<file path="src/rtl/alu_exec_stage.sv">
// alu_exec_stage
//   Execute stage that sits right after the ALU control decoder. It takes the
//   decoded 4-bit ALU control code and two register operands, computes the
//   result and the condition codes, and registers the result into the EX/MEM
//   boundary. Valid, stall and flush control that boundary register.
//
// Parameters
//   WIDTH      datapath width of the operands and the result (default 8)
//
// Ports
//   clk        rising-edge clock
//   rst        asynchronous, active-high reset
//   in_valid   a decoded instruction is present this cycle
//   alu_ctrl   decoded ALU control code
//   op_a       first operand, R[ra]
//   op_b       second operand, R[rb]; the only operand of unary ops
//   stall      hold the EX/MEM register and the CCR
//   flush      kill the instruction being captured
//   ccr_save   interrupt entry: snapshot the CCR into the shadow register
//   ccr_rest   RTI: restore the CCR from the shadow register
//   out_valid  the EX/MEM register holds a live instruction
//   result     registered ALU result
//   ccr        current flags, {V,C,N,Z}
//
// Configuration
//   CCR_SHADOW_EN  when defined, adds the shadow CCR with save/restore.
//                  When undefined, ccr_save and ccr_rest are ignored.

module alu_exec_stage #(
  parameter int WIDTH = 8
) (
  input  logic             clk,
  input  logic             rst,
  input  logic             in_valid,
  input  logic [3:0]       alu_ctrl,
  input  logic [WIDTH-1:0] op_a,
  input  logic [WIDTH-1:0] op_b,
  input  logic             stall,
  input  logic             flush,
  input  logic             ccr_save,
  input  logic             ccr_rest,
  output logic             out_valid,
  output logic [WIDTH-1:0] result,
  output logic [3:0]       ccr
);

  typedef enum logic [3:0] {
    OP_NOP  = 4'b0000,
    OP_MOV  = 4'b0001,
    OP_ADD  = 4'b0010,
    OP_SUB  = 4'b0011,
    OP_AND  = 4'b0100,
    OP_OR   = 4'b0101,
    OP_RLC  = 4'b0110,
    OP_RRC  = 4'b0111,
    OP_SETC = 4'b1000,
    OP_CLRC = 4'b1001,
    OP_NOT  = 4'b1010,
    OP_NEG  = 4'b1011,
    OP_INC  = 4'b1100,
    OP_DEC  = 4'b1101
  } aluOpE;

  localparam int             MSB   = WIDTH - 1;
  localparam logic [WIDTH:0] ONE_W = (WIDTH + 1)'(1);

  logic             valid_q, valid_d;
  logic [WIDTH-1:0] result_q, result_d;
  logic [3:0]       ccr_q, ccr_d;
  logic [WIDTH-1:0] aluRes;
  logic [WIDTH:0]   wide;
  logic [3:0]       flagsNew;
  logic             updZN;
  logic             cap;

  assign cap = in_valid & ~stall & ~flush;

  // Datapath: one case per opcode. All carries and borrows come out of bit
  // WIDTH of a WIDTH+1 wide sum. Flags an op does not touch keep their
  // registered value. Z and N are filled in afterwards for ops that set them.
  // Rotates use the registered C. A stalled rotate is not captured, so it
  // cannot be applied twice.
  always_comb begin
    aluRes   = '0;
    wide     = '0;
    flagsNew = ccr_q;
    updZN    = 1'b0;
    case (alu_ctrl)
      OP_MOV: aluRes = op_b;
      OP_ADD: begin
        wide        = {1'b0, op_a} + {1'b0, op_b};
        aluRes      = wide[MSB:0];
        flagsNew[2] = wide[WIDTH];
        flagsNew[3] = (op_a[MSB] == op_b[MSB]) && (aluRes[MSB] != op_a[MSB]);
        updZN       = 1'b1;
      end
      OP_SUB: begin
        wide        = {1'b0, op_a} - {1'b0, op_b};
        aluRes      = wide[MSB:0];
        flagsNew[2] = wide[WIDTH];
        flagsNew[3] = (op_a[MSB] != op_b[MSB]) && (aluRes[MSB] != op_a[MSB]);
        updZN       = 1'b1;
      end
      OP_AND: begin
        aluRes = op_a & op_b;
        updZN  = 1'b1;
      end
      OP_OR: begin
        aluRes = op_a | op_b;
        updZN  = 1'b1;
      end
      OP_RLC: begin
        aluRes      = {op_b[MSB-1:0], ccr_q[2]};
        flagsNew[2] = op_b[MSB];
        updZN       = 1'b1;
      end
      OP_RRC: begin
        aluRes      = {ccr_q[2], op_b[MSB:1]};
        flagsNew[2] = op_b[0];
        updZN       = 1'b1;
      end
      OP_SETC: flagsNew[2] = 1'b1;
      OP_CLRC: flagsNew[2] = 1'b0;
      OP_NOT: begin
        aluRes = ~op_b;
        updZN  = 1'b1;
      end
      OP_NEG: begin
        // Zero minus b. The borrow out is set exactly when b is nonzero.
        wide        = {(WIDTH + 1){1'b0}} - {1'b0, op_b};
        aluRes      = wide[MSB:0];
        flagsNew[2] = wide[WIDTH];
        flagsNew[3] = op_b[MSB] && aluRes[MSB];
        updZN       = 1'b1;
      end
      OP_INC: begin
        wide        = {1'b0, op_b} + ONE_W;
        aluRes      = wide[MSB:0];
        flagsNew[2] = wide[WIDTH];
        flagsNew[3] = !op_b[MSB] && aluRes[MSB];
        updZN       = 1'b1;
      end
      OP_DEC: begin
        wide        = {1'b0, op_b} - ONE_W;
        aluRes      = wide[MSB:0];
        flagsNew[2] = wide[WIDTH];
        flagsNew[3] = op_b[MSB] && !aluRes[MSB];
        updZN       = 1'b1;
      end
      default: ;
    endcase
    if (updZN) begin
      flagsNew[0] = (aluRes == '0);
      flagsNew[1] = aluRes[MSB];
    end
  end

  // EX/MEM boundary. Flush beats stall, and stall beats load. An idle
  // cycle drops valid but keeps the last result visible.
  always_comb begin
    valid_d  = valid_q;
    result_d = result_q;
    if (flush) begin
      valid_d  = 1'b0;
      result_d = '0;
    end else if (!stall) begin
      valid_d = in_valid;
      if (in_valid) result_d = aluRes;
    end
  end

`ifdef CCR_SHADOW_EN
  logic [3:0] shadow_q, shadow_d;

  // Save takes the CCR value from before this edge's update. Restore
  // overrides any flag update from the captured instruction. When save and
  // restore arrive together, the restore wins and the shadow keeps its value.
  // Stall does not gate either operation.
  always_comb begin
    ccr_d    = cap ? flagsNew : ccr_q;
    shadow_d = shadow_q;
    if (ccr_rest)      ccr_d    = shadow_q;
    else if (ccr_save) shadow_d = ccr_q;
  end

  always_ff @(posedge clk or posedge rst) begin
    if (rst) shadow_q <= '0;
    else     shadow_q <= shadow_d;
  end
`else
  logic unusedShadowPorts;
  assign unusedShadowPorts = ccr_save ^ ccr_rest;

  always_comb begin
    ccr_d = cap ? flagsNew : ccr_q;
  end
`endif

  always_ff @(posedge clk or posedge rst) begin
    if (rst) begin
      valid_q  <= 1'b0;
      result_q <= '0;
      ccr_q    <= '0;
    end else begin
      valid_q  <= valid_d;
      result_q <= result_d;
      ccr_q    <= ccr_d;
    end
  end

  assign out_valid = valid_q;
  assign result    = result_q;
  assign ccr       = ccr_q;

endmodule
</file>
<file path="config.mk">
export PLATFORM = sky130hd
export DESIGN_NAME = alu_exec_stage
export DESIGN_NICKNAME = d
export VERILOG_FILES = /design/src/rtl/alu_exec_stage.sv
export SDC_FILE = /design/constraint.sdc
export NUM_CORES = 1
export LEC_CHECK = 0
export CAP_MARGIN = 15
export CORE_UTILIZATION = 56
export DETAILED_ROUTE_END_ITERATION = 12
export GPL_TIMING_DRIVEN = 0
export PLACE_DENSITY_LB_ADDON = 0.2
export SYNTH_ARGS = -nofsm -noshare
export SYNTH_HDL_FRONTEND = slang
export SYNTH_SLANG_ARGS = --single-unit
</file>
<file path="constraint.sdc">
create_clock -name clk -period 1.85 [get_ports clk]
set_input_delay 0.37 -clock clk [delete_from_list [all_inputs] [get_ports clk]]
set_output_delay 0.37 -clock clk [all_outputs]
set_load 0.05 [all_outputs]
</file>
# --- Word level (Yosys, flattened, before mapping) ---
# Index checks and enable logic that the tools add are counted.
op_classes:
  add_sub_neg: 5
  n_mul: 0
  n_div: 0
  n_lt_le_gt_ge: 0
  eq_ne: 18
  shift: 0
  mux: 9
  bitwise_logic: 7
  n_reduce_logical: 16
ops:
  columns: ["cell", "count"]
  rows:
  - ["case mux 8 bit (11 select lines)", 1]
  - ["== test 4 bit, second input constant", 6]
  - ["two-way mux 8 bit", 3]
  - ["== test 4 x 3 -> 1 bit, second input constant", 4]
  - ["OR reduction 10 bit", 1]
  - ["adder 8 x 1 -> 9 bit, second input constant", 1]
  - ["adder 8 x 8 -> 9 bit", 1]
  - ["case mux 1 bit (9 select lines)", 1]
  - ["nonzero test 9 bit", 1]
  - ["subtractor 1 x 8 -> 9 bit, first input constant", 1]
  - ["subtractor 8 x 1 -> 9 bit, second input constant", 1]
  - ["subtractor 8 x 8 -> 9 bit", 1]
  - ["AND 8 bit", 1]
  - ["== test 4 x 2 -> 1 bit, second input constant", 2]
  - ["zero test 8 bit", 1]
  - ["inverter 8 bit", 1]
  - ["bitwise OR 8 bit", 1]
  - ["AND reduction 2 bit", 4]
  - ["logical AND 1 bit", 5]
  - ["case mux 1 bit (5 select lines)", 1]
  - ["nonzero test 5 bit", 1]
  - ["== test 4 x 1 -> 1 bit, second input constant", 1]
  - ["two-way mux 1 bit", 3]
  - ["!= test 1 bit", 3]
  - ["other kinds (6)", 9]
totals:
  reg_bits: 13
  latch_bits: 0
  mem_bits_rw: 0
  rom_bits: 0
  inputBits: 27
  output_inout_bits: 13
  word_cells: 60
  n_memories: 0

# --- Logic depth before layout (Yosys ltp) ---
# Gate-level depths: netlist of the first run.
logic_depth:
  depth_word: 5
  ltp_mapped: 12
  depth_no_buf: 11

# --- Least setup slack after synthesis of the first run ---
# No wires, ideal clock.
synth_path:
  path_kind: "input to register"
  start: "input port op_b[2]"
  end: "register ccr_q[0], in the netlist ccr[0]"
  setup_time_ps: 68
  arrival_time_ps: 2441
  t_required_ps: 1782
  setup_slack_ps: -659
  cell_stages: 9
  n_path_buf: 1
  cell_sequence: "buf_2 inv_1 ha_1 or4_4 a31oi_2 xor2_1 o221ai_2 nor4_2 a32o_1"
synth_between:
  elab_chain_len: 3
  word_cells_on_any_way: 10
  classes_between: "5 x add/sub; 1 x mux; 3 x bitwise; 1 x reduce/logical"
synth_rtl:
  columns: ["element", "line_no", "text"]
  rows:
  - ["start, declared", "37", "input logic [WIDTH-1:0] op_b,"]
  - ["subtractor 8 x 1 -> 9 bit, or another cell as far along", "144", "wide = {1'b0, op_b} - ONE_W;"]
  - ["case mux 8 bit (11 select lines) *", "88", "case (alu_ctrl)"]
  - ["zero test 8 bit *", "153", "flagsNew[0] = (aluRes == '0);"]
  - ["end signal, assigned", "207", "ccr_q <= ccr_d;"]
  - ["end, declared", "69", "logic [3:0] ccr_q, ccr_d;"]
# Mark *: on every way between the ends. The rest lies on a longest branch, timed or not.
# A chain may end at the register's enable or synchronous reset.

# --- Worst setup path after layout of the first run ---
layout_path:
  start: "input port op_b[1]"
  end: "register result_q[4], in the netlist result[4]"
layout_between:
  elab_chain_len: 5
  word_cells_on_any_way: 9
  classes_between: "5 x add/sub; 4 x mux"
layout_rtl:
  columns: ["element", "line_no", "text"]
  rows:
  - ["subtractor 8 x 1 -> 9 bit, or another cell as far along", "144", null]
  - ["case mux 8 bit (11 select lines) *", "88", null]
  - ["two-way mux 8 bit *", "168", "if (in_valid) result_d = aluRes;"]
  - ["two-way mux 8 bit *", "166", "end else if (!stall) begin"]
  - ["two-way mux 8 bit *", "163", "if (flush) begin"]
  - ["end signal, assigned", "206", "result_q <= result_d;"]
  - ["end, declared", "68", "logic [WIDTH-1:0] result_q, result_d;"]
# Mark *: on every way between the ends. The rest lies on a longest branch, timed or not. The select of a mux whose other input is x is not followed.

==> results of run 1 <==
## routing by layer
layer	up-vias	part of all wire (%)
li1	1467	-
met1	1710	32
met2	493	41
met3	221	16
met4	0	12
met5	-	0
## metrics by stage
| step | total power, µW | setup TNS (ps) | hold slack [ps] |
|---|---|---|---|
| 4_1_cts | 1670 | -3520 | 462 |
| 3_5_place_dp | 1260 | -16690 | 506 |
| 3_3_place_gp | 1240 | -16140 | 483 |
| 5_1_grt | 1950 | -6000 | 543 |
| 2_1_floorplan | 971 | -2560 | 247 |
| 6_report | 1910 | -5840 | 495 |
## sequential cells by signal, summed over array words and instances, names as in the netlist
name and count:
ccr 4, out_valid 1, result 8
## placed cells by master (no fill, tap or decap), drive strengths merged, types with 11 or more instances in the layout
cell type / count
a21oi: 25
buf: 63
clkbuf: 15
clkdlybuf4s50: 18
dfrtp: 13
ha: 27
inv: 25
nand2: 24
nand3: 12
nor2: 27
nor2b: 11
o21ai: 20
xnor2: 12
## critical path, cell delays in order
cell	delay, ps
buf_12	80
clkinvlp_4	160
buf_6	170
fa_2	370
nand3b_1	240
a21oi_2	240
nor3_1	60
mux2i_1	170
nand4_1	290
buf_4	230
mux2i_1	170
nor2_1	120
## cells by family after synthesis
| logic type | synth area share, % |
|---|---|
| DFF | 12.0 |
| AOI/OAI and AO/OA | 27.0 |
| adders and majority gates | 14.0 |
| muxes | 5.04 |
| buffers and inverters | 9.90 |
| and+or+nand+nor | 27.2 |
| xor gates and xnor gates | 4.86 |
## area by class of cell
| type | count | area (µm²) |
|---|---|---|
| Fill cell | 205 | 497 |
| Buffer | 28 | 240 |
| Inverter | 28 | 124 |
| Timing Repair Buffer | 73 | 668 |
| Multi-Input combinational cell | 291 | 2540 |
| Tap cell | 52 | 65.1 |
| Clock buffer | 4 | 45.0 |
| Sequential cell | 13 | 325 |
## worst paths after layout
check / cells after the start / startpoint / slack, ps / end
setup / recovery: 12 / op_b[1] / -740 / result[4]$_DFFE_PP0P_
min in group clk: 1 / ccr[0]$_DFFE_PP0P_ / 590 / ccr[0]$_DFFE_PP0P_
max in group asynchronous: 2 / rst / 1010 / result[1]$_DFFE_PP0P_
setup reg to reg: 7 / ccr[2]$_DFFE_PP0P_ / -110 / ccr[0]$_DFFE_PP0P_
hold reg to reg: 1 / ccr[0]$_DFFE_PP0P_ / 590 / ccr[0]$_DFFE_PP0P_
hold / removal: 2 / rst / 500 / result[3]$_DFFE_PP0P_
## repair_timing
item | CTS | global route
setup buffers | 31 | 6
resized for setup | 142 | 32
cloned | 1 | 0
endpoints found under the setup margin | 12 | 13
hold endpoints to repair | 0 | 0
pin swaps | 29 | 20
## power by group through the flow
stage / registers, µW / logic (µW) / clock network (µW)
6_report: 346 / 1290 / 275
5_1_grt: 347 / 1330 / 276
4_1_cts: 339 / 1080 / 251
3_5_place_dp: 344 / 911 / 0
3_3_place_gp: 342 / 900 / 0
2_1_floorplan: 451 / 520 / 0
==> summary.txt, run 1 <==
Clock network
  – Clock tree from TritonCTS: done
  – Clk sink count: 13
  – CTS clk-pin slew, worst paths: roughly 60 ps
  – Max Buffers Root-to-Sink: 2
  – Skew-Pair Late Insertion Delay: between 200 and 300 ps
  – Root Driver: clkbuf_8
  – Hold-fix buffers, CTS: 0
  – Cts bufs inserted: 3
  – # H-tree levels: 1

Setup path
  – CP Data Required Time: 1950 ps
  – Worst Path Arrival: 2690 ps
  – Crit Path Max Fanout: 5
  – Critical Path Sink Type: flip-flop
  – Crit path launch type: input port
  – Crit path kind: in -> reg

Global route
  – Met3 usage: 12.4%
  – Met1 Usage GRT: 53.4%
  – Layer carrying the most global-route usage: met2
  – Routing usage on met2: between 70 and 80%
  – Total GRT Usage: about 44%
  – GRT overflow: 0
  – First-pass GRT wire length: between 15 and 20 mm
  – Initial antenna violation count: 0
  – Largest net degree at the start of global routing: 14
  – Vias in the first global route: roughly 3,400

Routing
  – Avg WL per Cell: 28.1 µm
  – Via count: 3,891
  – Post-Route WL: 13.7 mm
  – Router iterations before antenna repair: 12
  – Post-route ant nets: 0
  – DRC viols: 0
  – Number of DRC markers after the initial detailed-route iteration: between 900 and 1,000
  – Via density: 7.96

Yosys
  – Ys async rst share: between 90% and 100%
  – Synth warnings: 0
  – Biggest area consumer among synthesized cells: ha_1
  – Avg Cell Area, Syn: 7.47 µm²
  – Synth top area cells: ha_1, dfrtp_1, a21oi_1, xnor2_1, inv_1
  – Synth top area share: 12.5%
  – Post-synth EDFFs: 0
  – Post-synthesis sequential element count: 13
  – Ys flop type: dfrtp_1
  – Synth Instances: 362
  – Synthesized cell area: around 2700 µm²
  – Sequential share of the synthesized area: 12.0%
  – Netlist cell types: 70
  – Commonest cells post-synth: ha_1, inv_1, nor2_1, a21oi_1, nand2_1
  – Post-Syn Nets: 418

Layout
  – Fin nets: 494
  – Post-Layout Cell Count: 489
  – Layout cells sized above 1: 36.2%
  – N_diodes: 0
  – Area grow syn2layout: 48.2%
  – Fin area: 4010 µm²
  – Post-layout util: 89.0%

Placement
  – Place WS: -1690 ps
  – Detailed placement HPWL: 6.90 mm
  – Placed Cells: 450
  – I/O Buffers: 36
  – Placed Area: 3270 µm²
  – RePlAce Congestion: about 1.0

Power and ir drop
  – Int Pwr: between 1000 and 1500 µW
  – Psw: 910 µW
  – Switch share: a little under half
  – Combinational share of power: 67.6%
  – Power per standard cell area: 477 nW/µm²
  – Flop pwr share: 18.1%
  – Pleak: 0.00168 µW
  – Worst vdd ir: 289 µV
  – Power share of the clock group: between 10% and 20%

STA
  – Unrepaired setup endpoints after global routing: true
  – Min Tclk post-route: about 2600 ps
  – FMAX: 0.385 GHz
  – Max Slew Vio Count: 0
  – Fin crit share: 140%
  – Clk_skew: 3.34 ps
  – Relative slew slack: a little over three fifths
  – Final hold viol count: 0
  – Post-route setup slack: -745 ps
  – Least-Margin Pin Slew: 547 ps
  – # setup viols final: 12

Floorplan
  – Placeable Area: around 4500 µm²
  – Die area: 5110 µm²
  – Standard-cell rows: 24
  – Die H: 71.5 µm
  – Chip width: 71.5 µm
  – Initial core utilization: 60.0%
  – # IOs: 40

Status
  – Failing checks: negative setup slack
  – Outcome: finished, violations left

Worst hold path
  – HP Class: in -> async

Flow run
  – Maxcap violations: 0
(Power assumes the default switching activity.)
==> inputs of run 2 (changes only) <==
Settings changed: CAP_MARGIN 15 to not set.
==> results of run 2 <==
Final layout, timing and power as in run 1 (identical DEF).
